## src/rtl/bsc_ibus_arbiter.sv

```systemverilog
// Two-master arbiter in front of the BSC IBUS port: CPU data port (C) vs DMAC (D).
// Grants one owner per beat (fixed or round-robin), honours LOCK up to LOCK_MAX beats.
module bsc_ibus_arbiter #(
    parameter logic [1:0] PRIO     = 2'd2,
    parameter int         LOCK_MAX = 8
) (
    input  logic        CLK,
    input  logic        RST_N,
    input  logic        CE_R,
    input  logic        RES_N,
    input  logic [31:0] C_A,
    input  logic [31:0] C_DI,
    input  logic [3:0]  C_BA,
    input  logic        C_WE,
    input  logic        C_REQ,
    input  logic        C_LOCK,
    output logic [31:0] C_DO,
    output logic        C_BUSY,
    input  logic [31:0] D_A,
    input  logic [31:0] D_DI,
    input  logic [3:0]  D_BA,
    input  logic        D_WE,
    input  logic        D_REQ,
    input  logic        D_LOCK,
    output logic [31:0] D_DO,
    output logic        D_BUSY,
    output logic [31:0] IBUS_A,
    output logic [31:0] IBUS_DI,
    output logic [3:0]  IBUS_BA,
    output logic        IBUS_WE,
    output logic        IBUS_REQ,
    output logic        IBUS_LOCK,
    input  logic [31:0] IBUS_DO,
    input  logic        IBUS_BUSY,
    output logic [1:0]  OWNER
);

    // Encoding doubles as the OWNER status code.
    typedef enum logic [1:0] {
        IDLE  = 2'b00,
        OWN_C = 2'b01,
        OWN_D = 2'b10
    } state_e;

    localparam logic LAST_C = 1'b0;
    localparam logic LAST_D = 1'b1;

    state_e     state_q, state_d;
    logic       seen_q, seen_d;
    logic       last_q, last_d;
    logic [3:0] lcnt_q, lcnt_d;

    logic own_c, own_d;
    logic own_req, own_lock, oth_req;
    logic pick_d;
    logic under_cap;

    assign own_c = (state_q == OWN_C);
    assign own_d = (state_q == OWN_D);
    assign OWNER = state_q;

    assign C_DO = IBUS_DO;
    assign D_DO = IBUS_DO;

    assign C_BUSY = (C_REQ & ~own_c) | (own_c & IBUS_BUSY);
    assign D_BUSY = (D_REQ & ~own_d) | (own_d & IBUS_BUSY);

    assign own_req  = own_c ? C_REQ  : D_REQ;
    assign own_lock = own_c ? C_LOCK : D_LOCK;
    assign oth_req  = own_c ? D_REQ  : C_REQ;

    // Tie-break: round-robin hands the bus to whoever did not finish the last beat.
    always_comb begin
        case (PRIO)
            2'd0:    pick_d = 1'b0;
            2'd1:    pick_d = 1'b1;
            default: pick_d = ~last_q;
        endcase
    end

    assign under_cap = (LOCK_MAX == 0) || (int'(lcnt_q) < LOCK_MAX - 1);

    always_comb begin
        IBUS_A    = '0;
        IBUS_DI   = '0;
        IBUS_BA   = '0;
        IBUS_WE   = 1'b0;
        IBUS_REQ  = 1'b0;
        IBUS_LOCK = 1'b0;
        case (state_q)
            OWN_C: begin
                IBUS_A    = C_A;
                IBUS_DI   = C_DI;
                IBUS_BA   = C_BA;
                IBUS_WE   = C_WE;
                IBUS_REQ  = C_REQ;
                IBUS_LOCK = C_LOCK;
            end
            OWN_D: begin
                IBUS_A    = D_A;
                IBUS_DI   = D_DI;
                IBUS_BA   = D_BA;
                IBUS_WE   = D_WE;
                IBUS_REQ  = D_REQ;
                IBUS_LOCK = D_LOCK;
            end
            default: ;
        endcase
    end

    always_comb begin
        state_d = state_q;
        seen_d  = seen_q;
        last_d  = last_q;
        lcnt_d  = lcnt_q;
        case (state_q)
            IDLE: begin
                if (C_REQ && D_REQ) state_d = pick_d ? OWN_D : OWN_C;
                else if (C_REQ)     state_d = OWN_C;
                else if (D_REQ)     state_d = OWN_D;
            end
            OWN_C, OWN_D: begin
                if (!seen_q) begin
                    if (IBUS_BUSY) begin
                        seen_d = 1'b1;
                    end else if (!own_req) begin
                        // Cancelled before BSC accepted: no beat happened, LAST kept.
                        state_d = IDLE;
                        lcnt_d  = '0;
                    end
                end else if (!IBUS_BUSY) begin
                    seen_d = 1'b0;
                    last_d = own_d ? LAST_D : LAST_C;
                    if (own_lock && (!oth_req || under_cap)) begin
                        lcnt_d = (lcnt_q == 4'hF) ? lcnt_q : lcnt_q + 4'd1;
                    end else begin
                        state_d = IDLE;
                        lcnt_d  = '0;
                    end
                end
            end
            default: state_d = IDLE;
        endcase
        if (!RES_N) begin
            state_d = IDLE;
            seen_d  = 1'b0;
            last_d  = LAST_C;
            lcnt_d  = '0;
        end
    end

    always_ff @(posedge CLK or negedge RST_N) begin
        if (!RST_N) begin
            state_q <= IDLE;
            seen_q  <= 1'b0;
            last_q  <= LAST_C;
            lcnt_q  <= '0;
        end else if (CE_R) begin
            state_q <= state_d;
            seen_q  <= seen_d;
            last_q  <= last_d;
            lcnt_q  <= lcnt_d;
        end
    end

endmodule
```

## config.mk

```make
export PLATFORM = sky130hd
export DESIGN_NAME = bsc_ibus_arbiter
export DESIGN_NICKNAME = d
export VERILOG_FILES = /design/src/rtl/bsc_ibus_arbiter.sv
export SDC_FILE = /design/constraint.sdc
export NUM_CORES = 1
export LEC_CHECK = 0
export ABC_AREA = 0
export BUFFER_PORTS_ARGS = -buffer_cell sky130_fd_sc_hd__buf_2
export CAP_MARGIN = 25
export CORE_AREA = 2 2 122 124
export CTS_BUF_LIST = sky130_fd_sc_hd__clkbuf_4 sky130_fd_sc_hd__clkbuf_8
export DETAILED_ROUTE_END_ITERATION = 10
export DIE_AREA = 0 0 124 126
export SYNTH_ARGS = -nofsm -noshare
export SYNTH_HDL_FRONTEND = slang
export SYNTH_SLANG_ARGS = --single-unit
```

## constraint.sdc

```tcl
create_clock -name CLK -period 3.48 [get_ports CLK]
set_input_delay 0.522 -clock CLK [delete_from_list [all_inputs] [get_ports CLK]]
set_output_delay 0.522 -clock CLK [all_outputs]
set_load 0.03 [all_outputs]
```

==> results by group <==
Outcome
  – Status: finished clean

Cells and area
  – Share of cells above drive strength 1: 54.6%
  – Total Nets Final: 619
  – Area delta synth->final: 39.8%
  – N_diodes: 0
  – Commonest non-fill, non-tap cell in the layout: buf_2
  – Most frequent cells in the layout: buf_2 (221), a22oi_1 (71), nor2b_1 (71)

Global routing
  – Antenna violations before repair: 0
  – Largest net degree at the start of global routing: 45
  – First-pass GRT wire length: around 11000 µm
  – GR Util All Layers: under 10%
  – Grt total ovfl: 0
  – Number of global-route vias before repair: 2247

STA
  – Final setup fails: 0
  – Max Freq: approximately 370 MHz
  – Worst slew pin tran: about 0.60 ns
  – Setup Skew: about 0.0011 ns
  – Final Max Tran Viols: 0
  – Period utilisation layout: 78.2%
  – Post-route minimum period: around 2.7 ns
  – Fin worst setup slack: ~0.76 ns
  – Unrepaired setup endpoints after global routing: no
  – Post-route setup TNS: 0 ns
  – Max_slew headroom: 59.9%
  – Hold Vio Cnt, Final: 0

Clocking
  – Root buf cell: clkbuf_8
  – Clk sinks: 8
  – Worst-case clock buffer depth: 2
  – Clock slew at reported path FFs: 0.04 ns
  – TritonCTS clock tree: built
  – Post-CTS Hold Buffers: 0
  – Post-CTS sizing: 0
  – Inserted Clock Buffers: 3
  – Max H-tree Level: 1
  – Clk_lat worst skew: 0.23 ns
  – Postcts setup bufs: 0

Yosys
  – Post-synthesis simple-gate area fraction: roughly 26%
  – Top cell type's share of synthesized area: 24.7%
  – Post-synthesis adder-cell area fraction: about 2.3%
  – Dominant cell type by area after synthesis: a22oi_1
  – Syn Nets: approximately 480
  – Post-synthesis sequential area ratio: a little over 9%
  – Count of cell types in the netlist: 31
  – Syn Inst Count: 294
  – Synthesized area: about 0.0022 mm²
  – Synth Area in Compound Gates: between 30% and 40%
  – Xor/xnor share of the synthesized area: 0%
  – Largest family of logic cells by synthesized area: compound AO/OA/AOI/OAI gates
  – Flops & latches, synth: 8
  – Synth area leaders: a22oi_1 (25%), buf_4 (22%), nor2b_1 (21%)
  – Mux share of post-synthesis cell area: 4.07%
  – Syn. warnings: 0
  – Avg Cell Area, Syn: about 7.3 µm²

Detailed routing
  – Antenna-violating nets left: 0
  – Wire per inst: ~13 µm
  – Drt drc: 0
  – Vias per Instance: 4.25
  – Initial DRC count: around 110
  – Vias: 2629
  – 1st-pass router iterations: 4
  – WL final: around 8300 µm

Setup path
  – Reg2reg end: OWNER[0]$_DFFE_PN0P_
  – Critical Path Source Type: flip-flop
  – CP max FO: 44
  – Reg2reg start: OWNER[1]$_DFFE_PN0P_
  – WP data arrival: 2.20 ns
  – Worst R2R Setup Slack: approximately 1.2 ns
  – Worst Path Required: 2.96 ns
  – Crit path capture type: primary output
  – CP Class: flip-flop to primary output
  – Reg2Reg Depth: 7

Die
  – Core Region: approximately 0.014 mm²
  – Full die area: around 0.016 mm²
  – Die height: 126 µm
  – Die Width: roughly 120 µm
  – Starting Density: 15.1%
  – I/O Pins: between 300 and 400
  – Row count: 44

Placed design
  – PortBufs: between 200 and 250
  – Pre-CTS setup slack: 0.936 ns
  – Post-DP HPWL: 6860 µm
  – Final GP Congestion: ~0.73

Power
  – Power density over the cells: 566 mW/mm²
  – Total power: between 0.0015 and 0.002 W
  – Peak VDD IR: 0.170 mV
  – Pleak: around 1.5 nW

Worst hold path
  – Hold Path Class: input port to async pin

Run
  – Max-cap violations: 0
-- metal layers --
layer | global-route usage, % | up-vias | routed length, µm
met5 | 0 | - | 0
met4 | 2.97 | 0 | 204
met3 | 3.17 | 20 | 1150
met2 | 15.6 | 196 | 3770
met1 | 10.4 | 1149 | 3150
li1 | - | 1264 | -
-- how the worst max path moves through the flow --
| stage | to | depth (start not counted) | slack, ns | from |
|---|---|---|---|---|
| after floorplan | D_BUSY | 5 | 1.01 | OWNER[0]$_DFFE_PN0P_ |
| after global placement | IBUS_REQ | 5 | 1.03 | OWNER[0]$_DFFE_PN0P_ |
| after detailed placement | IBUS_A[23] | 5 | 0.94 | OWNER[0]$_DFFE_PN0P_ |
| after CTS | IBUS_A[23] | 5 | 0.68 | OWNER[0]$_DFFE_PN0P_ |
| after global routing | IBUS_REQ | 5 | 0.56 | OWNER[0]$_DFFE_PN0P_ |
| final | IBUS_A[23] | 5 | 0.76 | OWNER[0]$_DFFE_PN0P_ |
-- cell usage after synthesis (all sizes together) --
cell and instances:
buf 73, a22oi 71, nor2b 71, clkbuf 16, dfrtp 8, nand2 6
inv 5, mux2i 5, o21ai 5, ha 4, nand2b 4, nand3 4
a211oi 3, mux2 3, a21boi 2, and3 2, o2111ai 2, o2bb2ai 2
a211o 1, a21o 1, a41o 1, nand4 1, nor2 1, o31ai 1
or2 1, or4 1
-- flip-flops by register name, indices dropped and copies added (netlist names) --
signal and flops:
last_q 1, OWNER 2, lcnt_q 4, seen_q 1
-- where the power goes --
group	leakage [nW]	switching (W)	internal (W)	total, W
clock network	0.0216	0.0000374	0.0000750	0.000112
logic	1.34	0.000900	0.000566	0.00147
registers	0.109	0.0000154	0.000110	0.000126
total	1.47	0.000953	0.000752	0.00171
-- cells by family after synthesis --
kind of cell,count (synthesis)
adders and majority gates,4
and+or+nand+nor,91
buffers and inverters,94
AOI/OAI and AO/OA,89
muxes,8
DFF,8
-- cell type report --
class / instances / area, µm²
multi-input combinational: 192 / 1370
tap: 184 / 230
inverter: 5 / 18.8
fill: 1626 / 11300
timing repair buffer: 226 / 1160
sequential: 8 / 200
clock buffer: 3 / 41.3
-- critical path, cell delays in order (launching register included) --
cell	delay [ns]
dfrtp_1	0.40
inv_1	0.09
ha_2	0.62
buf_4	0.41
nor2b_1	0.21
buf_2	0.22
-- stage by stage --
stage	area (µm²)	util [%]	instances	hold WS, ns
final	3010	21.0	618	0.125
after global routing	3010	21.0	618	0.134
after CTS	3010	21.0	618	0.130
after detailed placement	2970	20.8	615	0.375
after global placement	2970	20.8	615	0.374
after floorplan	2150	-	294	0.226
Note: power is estimated with default switching activity, not from simulation.
